===== src/rtl/mem_bus_ctrl_if.sv =====
// Signal bundle between the CPU memory port, mem_bus_ctrl and the 64 kB memory model.
// Handshake: a request transfers at a rising edge where cpu_req && cpu_ready; results return as
// one-cycle cpu_rvalid / cpu_wdone pulses that the requester must take (no back-pressure).
interface mem_bus_ctrl_if #(
  parameter int ADDR_WIDTH = 16,
  parameter int DATA_WIDTH = 8
);
  logic                    cpu_req;
  logic                    cpu_we;
  logic                    cpu_word;
  logic [ADDR_WIDTH-1:0]   cpu_addr;
  logic [DATA_WIDTH-1:0]   cpu_wdata;
  logic                    cpu_ready;
  logic                    cpu_rvalid;
  logic [2*DATA_WIDTH-1:0] cpu_rdata;
  logic                    cpu_wdone;
  logic                    mem_enable;
  logic                    mem_wr_enable;
  logic [ADDR_WIDTH-1:0]   mem_address;
  logic [DATA_WIDTH-1:0]   mem_wr_data;
  logic [DATA_WIDTH-1:0]   mem_rd_data;

  // Environment side: CPU request source plus memory read data.
  modport master (
    output cpu_req, cpu_we, cpu_word, cpu_addr, cpu_wdata, mem_rd_data,
    input  cpu_ready, cpu_rvalid, cpu_rdata, cpu_wdone,
    input  mem_enable, mem_wr_enable, mem_address, mem_wr_data
  );

  // Controller side.
  modport slave (
    input  cpu_req, cpu_we, cpu_word, cpu_addr, cpu_wdata, mem_rd_data,
    output cpu_ready, cpu_rvalid, cpu_rdata, cpu_wdone,
    output mem_enable, mem_wr_enable, mem_address, mem_wr_data
  );
endinterface


===== src/rtl/mem_bus_ctrl.sv =====
// Bus sequencer between the 6502 memory port and a registered-read memory: byte read/write, 16-bit LE word read.
// Define PAGE_WRAP_EN to keep the word-read hi address inside the lo byte's page (NMOS indirect quirk).
module mem_bus_ctrl #(
  parameter int ADDR_WIDTH = 16,
  parameter int DATA_WIDTH = 8,
  parameter int RD_LATENCY = 1
) (
  input  logic         clk,
  input  logic         reset,
  mem_bus_ctrl_if.slave bus,
  output logic [2:0]   dbg_state_o
);

  typedef enum logic [2:0] {
    S_IDLE    = 3'd0,
    S_WRITE   = 3'd1,
    S_RD_LO   = 3'd2,
    S_WAIT_LO = 3'd3,
    S_RD_HI   = 3'd4,
    S_WAIT_HI = 3'd5
  } state_e;

  localparam logic [2:0] LAT_M1 = 3'(RD_LATENCY - 1);

  state_e                  state_q;
  logic [2:0]              cnt_q;
  logic                    word_q;
  logic [ADDR_WIDTH-1:0]   addr_q;
  logic [DATA_WIDTH-1:0]   lo_q;
  logic [2*DATA_WIDTH-1:0] rdata_q;
  logic                    rvalid_q;
  logic                    wdone_q;
  logic                    mem_en_q;
  logic                    mem_we_q;
  logic [ADDR_WIDTH-1:0]   mem_addr_q;
  logic [DATA_WIDTH-1:0]   mem_wdata_q;
  logic [ADDR_WIDTH-1:0]   hi_addr;

`ifdef PAGE_WRAP_EN
  // Carry out of the low address byte is dropped, so $xxFF wraps to $xx00.
  assign hi_addr = {addr_q[ADDR_WIDTH-1:8], addr_q[7:0] + 8'd1};
`else
  assign hi_addr = addr_q + ADDR_WIDTH'(1);
`endif

  always_ff @(posedge clk) begin
    if (reset) begin
      state_q     <= S_IDLE;
      cnt_q       <= 3'd0;
      word_q      <= 1'b0;
      addr_q      <= '0;
      lo_q        <= '0;
      rdata_q     <= '0;
      rvalid_q    <= 1'b0;
      wdone_q     <= 1'b0;
      mem_en_q    <= 1'b0;
      mem_we_q    <= 1'b0;
      mem_addr_q  <= '0;
      mem_wdata_q <= '0;
    end else begin
      rvalid_q <= 1'b0;
      wdone_q  <= 1'b0;
      unique case (state_q)
        S_IDLE: begin
          if (bus.cpu_req) begin
            addr_q     <= bus.cpu_addr;
            word_q     <= bus.cpu_word && !bus.cpu_we;
            mem_en_q   <= 1'b1;
            mem_addr_q <= bus.cpu_addr;
            if (bus.cpu_we) begin
              mem_we_q    <= 1'b1;
              mem_wdata_q <= bus.cpu_wdata;
              state_q     <= S_WRITE;
            end else begin
              mem_we_q <= 1'b0;
              state_q  <= S_RD_LO;
            end
          end
        end
        S_WRITE: begin
          mem_en_q <= 1'b0;
          mem_we_q <= 1'b0;
          wdone_q  <= 1'b1;
          state_q  <= S_IDLE;
        end
        S_RD_LO: begin
          mem_en_q <= 1'b0;
          cnt_q    <= LAT_M1;
          state_q  <= S_WAIT_LO;
        end
        S_WAIT_LO: begin
          if (cnt_q == 3'd0) begin
            lo_q <= bus.mem_rd_data;
            if (word_q) begin
              mem_en_q   <= 1'b1;
              mem_addr_q <= hi_addr;
              state_q    <= S_RD_HI;
            end else begin
              rvalid_q <= 1'b1;
              rdata_q  <= {{DATA_WIDTH{1'b0}}, bus.mem_rd_data};
              state_q  <= S_IDLE;
            end
          end else begin
            cnt_q <= cnt_q - 3'd1;
          end
        end
        S_RD_HI: begin
          mem_en_q <= 1'b0;
          cnt_q    <= LAT_M1;
          state_q  <= S_WAIT_HI;
        end
        S_WAIT_HI: begin
          if (cnt_q == 3'd0) begin
            rvalid_q <= 1'b1;
            rdata_q  <= {bus.mem_rd_data, lo_q};
            state_q  <= S_IDLE;
          end else begin
            cnt_q <= cnt_q - 3'd1;
          end
        end
        default: state_q <= S_IDLE;
      endcase
    end
  end

  // Ready is combinational so the result cycle can also accept the next request.
  assign bus.cpu_ready     = (state_q == S_IDLE) && !reset;
  assign bus.cpu_rvalid    = rvalid_q;
  assign bus.cpu_rdata     = rdata_q;
  assign bus.cpu_wdone     = wdone_q;
  assign bus.mem_enable    = mem_en_q;
  assign bus.mem_wr_enable = mem_we_q;
  assign bus.mem_address   = mem_addr_q;
  assign bus.mem_wr_data   = mem_wdata_q;
  assign dbg_state_o       = state_q;

endmodule


===== src/flat_wrapper.sv =====
// flat-port wrapper written by rule: the top's interface ports become plain ports
module mem_bus_ctrl_flat 
#(
  parameter int ADDR_WIDTH = 16,
  parameter int DATA_WIDTH = 8,
  parameter int RD_LATENCY = 1
)
  (clk, reset, dbg_state_o, bus_cpu_req, bus_cpu_we, bus_cpu_word, bus_cpu_addr, bus_cpu_wdata, bus_mem_rd_data, bus_cpu_ready, bus_cpu_rvalid, bus_cpu_rdata, bus_cpu_wdone, bus_mem_enable, bus_mem_wr_enable, bus_mem_address, bus_mem_wr_data);
  mem_bus_ctrl_if #(.ADDR_WIDTH(ADDR_WIDTH), .DATA_WIDTH(DATA_WIDTH)) bus_i ();
  input  logic clk;
  input  logic reset;
  output logic [2:0] dbg_state_o;
  input wire logic [$bits(bus_i.cpu_req)-1:0] bus_cpu_req;
  input wire logic [$bits(bus_i.cpu_we)-1:0] bus_cpu_we;
  input wire logic [$bits(bus_i.cpu_word)-1:0] bus_cpu_word;
  input wire logic [$bits(bus_i.cpu_addr)-1:0] bus_cpu_addr;
  input wire logic [$bits(bus_i.cpu_wdata)-1:0] bus_cpu_wdata;
  input wire logic [$bits(bus_i.mem_rd_data)-1:0] bus_mem_rd_data;
  output wire logic [$bits(bus_i.cpu_ready)-1:0] bus_cpu_ready;
  output wire logic [$bits(bus_i.cpu_rvalid)-1:0] bus_cpu_rvalid;
  output wire logic [$bits(bus_i.cpu_rdata)-1:0] bus_cpu_rdata;
  output wire logic [$bits(bus_i.cpu_wdone)-1:0] bus_cpu_wdone;
  output wire logic [$bits(bus_i.mem_enable)-1:0] bus_mem_enable;
  output wire logic [$bits(bus_i.mem_wr_enable)-1:0] bus_mem_wr_enable;
  output wire logic [$bits(bus_i.mem_address)-1:0] bus_mem_address;
  output wire logic [$bits(bus_i.mem_wr_data)-1:0] bus_mem_wr_data;
  assign bus_i.cpu_req = bus_cpu_req;
  assign bus_i.cpu_we = bus_cpu_we;
  assign bus_i.cpu_word = bus_cpu_word;
  assign bus_i.cpu_addr = bus_cpu_addr;
  assign bus_i.cpu_wdata = bus_cpu_wdata;
  assign bus_i.mem_rd_data = bus_mem_rd_data;
  assign bus_cpu_ready = bus_i.cpu_ready;
  assign bus_cpu_rvalid = bus_i.cpu_rvalid;
  assign bus_cpu_rdata = bus_i.cpu_rdata;
  assign bus_cpu_wdone = bus_i.cpu_wdone;
  assign bus_mem_enable = bus_i.mem_enable;
  assign bus_mem_wr_enable = bus_i.mem_wr_enable;
  assign bus_mem_address = bus_i.mem_address;
  assign bus_mem_wr_data = bus_i.mem_wr_data;
  mem_bus_ctrl #(.ADDR_WIDTH(ADDR_WIDTH), .DATA_WIDTH(DATA_WIDTH), .RD_LATENCY(RD_LATENCY)) u_core (.clk(clk), .reset(reset), .bus(bus_i), .dbg_state_o(dbg_state_o));
endmodule

===== config.mk =====
export PLATFORM = sky130hd
export DESIGN_NAME = mem_bus_ctrl_flat
export DESIGN_NICKNAME = d
export VERILOG_FILES = /design/src/rtl/mem_bus_ctrl_if.sv /design/src/rtl/mem_bus_ctrl.sv /design/src/flat_wrapper.sv
export SDC_FILE = /design/constraint.sdc
export NUM_CORES = 1
export LEC_CHECK = 0
export ABC_AREA = 1
export CORE_ASPECT_RATIO = 1.1
export CORE_MARGIN = 2
export CORE_UTILIZATION = 53
export CTS_BUF_LIST = sky130_fd_sc_hd__clkbuf_16
export DETAILED_ROUTE_END_ITERATION = 10
export MAX_ROUTING_LAYER = met4
export PLACE_DENSITY = 0.85
export SLEW_MARGIN = 20
export SYNTH_ARGS = -nofsm -noshare
export SYNTH_HDL_FRONTEND = slang
export SYNTH_SLANG_ARGS = --single-unit

===== constraint.sdc =====
create_clock -name clk -period 2.4 [get_ports clk]
set_input_delay 0.36 -clock clk [delete_from_list [all_inputs] [get_ports clk]]
set_output_delay 0.36 -clock clk [all_outputs]
set_load 0.01 [all_outputs]

==> flow_metrics.tcl, run 1 <==
set metrics [dict create \
    ys_ff_latch 75 \
    diodes 0 \
    min_path_cells 2 \
    min_to "u_core.lo_q[2]" \
    wl_per_cell_microns 14.6 \
    cts_tree "yes" \
    yosysUniqueCellTypes 33 \
    fin_crit_ps 2060 \
    cts-root-buf "clkbuf_16" \
    die_h_microns 88.9 \
    clock_skew_ps 9.01 \
    rows 30 \
    synth_cells 483 \
    crit_fanout 5 \
    ctsResizeCount 0 \
    gr-total-overflow 0 \
    synth_area_sq_um 3470 \
    post_cts_buffers 0 \
    irDropWorstVdd_mv 0.600 \
    pre_cts_slack_ps 502 \
    htreeDepth 3 \
    rsz0062_at_grt "false" \
    area_delta_synth_final_pct 33.8 \
    p_leak_nw 1.78 \
    r2r_start "u_core.dbg_state_o[1]" \
    routed_via_density 5.53 \
    num_vias 3577 \
    place_congestion 0.881 \
    yosysWarnings 0 \
    synth-async-reset-ratio_pct 0 \
    core_area_sq_um 6270 \
    grt_antenna_before_repair 0 \
    final-setup-viol-count 0 \
    grt_util_met3_pct 5.15 \
    synth_edf_count 0 \
    hold_buffers 0 \
    die_area_sq_um 7220 \
    dr.pass1.iters 4 \
    dp_hpwl_microns 6460 \
    clock.fmax_mhz 486 \
    final_cells 647 \
    syn_nets 523 \
    num_io_pins 85 \
    final_layout_size_suffix_gt1_share_pct 10.8 \
    arrival_ps 1700 \
    synth_ff_type "dfxtp_1" \
    wl_microns 9430 \
    ys_seq_area_share_pct 43.2 \
    grt_max_degree 30 \
    met2_usage_pct 45.2 \
    clock_path_buffers 2 \
    worstSetupEndpointType "output port" \
    cts-buffers-inserted 9 \
    start_kind "flop" \
    finalMaxSlewViolations 0 \
    die_w_microns 81.2 \
    ant_nets 0 \
    cts_sinks 75 \
    status "completed" \
    fin_crit_sh_pct 85.7 \
    fin_ws_ps 344 \
    finalSetupTns_ps 0 \
    p_total_w 0.00394 \
    clock_latency_ps 340 \
    drv_cap 0 \
    hold_viol 0 \
    worstHoldStart "u_core.lo_q[2]" \
    syn_area_per_cell_sq_um 7.19 \
    grt_pass1_vias 3273 \
    path_clk_slew_ps 60 \
    place_inst 631 \
    portBuffers 84 \
    power_density_nw_per_um2 847 \
    ff2ff_path_depth 8 \
    fin_nets 602 \
    start_util_pct 55.4 \
    use_met1_pct 33.2 \
    r2r-end "u_core.bus.mem_address[10]" \
    top_usage_layer "met2" \
    hp-class "reg2reg" \
    drc 0 \
    grt_first_pass_wirelength_microns 15000 \
    critical_path_required_ps 2040 \
    drt_iter0_markers 288 \
    worst_pin_slew_ps 455 \
    grt.total_usage_pct 27.5 \
    critPathKind "reg2out" \
    relSlewSlack_pct 69.7 \
    reg2reg_slack_ps 510 \
]
metrics by stage:
stage | utilization (%) | hold slack [ps] | area, sq um
finish | 74.2 | 461 | 4650
global route | 74.2 | 472 | 4650
CTS | 74.2 | 463 | 4650
detailed placement | 69.4 | 454 | 4350
global placement | 69.4 | 447 | 4350
floorplan | - | 441 | 3470
layout by cell type, fill, tap and decap left out, types with 2 or more instances in the layout:
cell,Yosys,layout
dfxtp_1,75,75
xor2_1,2,2
nor2_1,52,52
clkbuf_16,0,9
a31oi_1,8,8
nand3_1,50,50
a21oi_2,8,8
nand2_4,2,2
buf_4,2,9
nor2_2,2,2
inv_6,0,2
nand4_1,10,10
o21ai_0,29,29
a21oi_1,50,50
inv_2,6,6
or2_0,2,2
ha_1,3,3
clkdlybuf4s50_1,0,83
nand2_1,97,97
nand2_2,11,11
clkinvlp_4,0,2
o21ai_1,13,13
inv_1,29,29
cell families after synthesis:
kind of cell,count (synthesis),share of synthesized area (%)
AOI/OAI and AO/OA,110,17.4
buffers and inverters,61,7.71
adders and majority gates,3,1.08
xor gates and xnor gates,3,0.756
and+or+nand+nor,231,29.9
DFF,75,43.2
cells in the mapped netlist (all sizes together) (3+ instances only):
library cell,instances,area [sq um]
nand2,110,455
or2,3,18.8
nand4,10,62.6
nor2,55,219
inv,36,138
ha,3,37.5
clkbuf,16,60.1
nand3,52,278
a21oi,59,337
a31oi,8,50.1
o21ai,42,210
buf,9,70.1
dfxtp,75,1500
how the worst max path moves through the flow:
stage	slack, ps	endpoint	start	cells past startpoint
final	340	bus_cpu_ready	u_core.dbg_state_o[1]	4
after global routing	250	bus_cpu_ready	u_core.dbg_state_o[1]	4
after CTS	340	bus_cpu_ready	u_core.dbg_state_o[1]	4
after detailed placement	500	u_core.bus.mem_address[10]	bus_cpu_req	8
after global placement	600	u_core.bus.mem_address[12]	bus_cpu_req	8
after floorplan	770	u_core.bus.cpu_rdata[6]	u_core.cnt_q[0]	9
worst max-delay path, stage by stage (launching register included):
cell	delay, ps
dfxtp_1	390
nor2_2	210
nand2_4	110
nor2_1	100
clkdlybuf4s50_1	540
registers in the layout, summed over array words and instances, names as in the netlist:
signal                    flops
u_core.bus.mem_enable         1
u_core.bus.mem_wr_data        8
u_core.word_q                 1
u_core.bus.mem_address       16
u_core.bus.mem_wr_enable      1
u_core.lo_q                   8
u_core.bus.cpu_wdone          1
u_core.cnt_q                  3
u_core.bus.cpu_rdata         16
u_core.dbg_state_o            3
u_core.bus.cpu_rvalid         1
u_core.addr_q                16
routing by layer:
| metal | vias to the layer above | routed length [microns] |
|---|---|---|
| li1 | 1759 | - |
| met1 | 1665 | 4000 |
| met2 | 125 | 4680 |
| met3 | 28 | 483 |
| met4 | 0 | 260 |
| met5 | - | 0 |
power by group:
part | switching [W] | total, W | internal, W
clock network | 0.000560 | 0.00137 | 0.000812
logic | 0.000586 | 0.00103 | 0.000448
registers | 0.000125 | 0.00153 | 0.00141
total | 0.00127 | 0.00394 | 0.00267
layout make-up:
cell class | count | area (sq um)
Multi-Input combinational cell | 347 | 1710
Fill cell | 490 | 1620
Sequential cell | 75 | 1500
Timing Repair Buffer | 93 | 903
Clock buffer | 9 | 225
Inverter | 36 | 138
Tap cell | 80 | 100
Clock inverter | 7 | 76.3
Note: power is estimated with default switching activity, not from simulation.
==> inputs of run 2 (changes only) <==
Settings changed: SKIP_LAST_GASP set to 1.
==> results of run 2 <==
The final DEF is identical to that of run 1; final timing and power are the same.
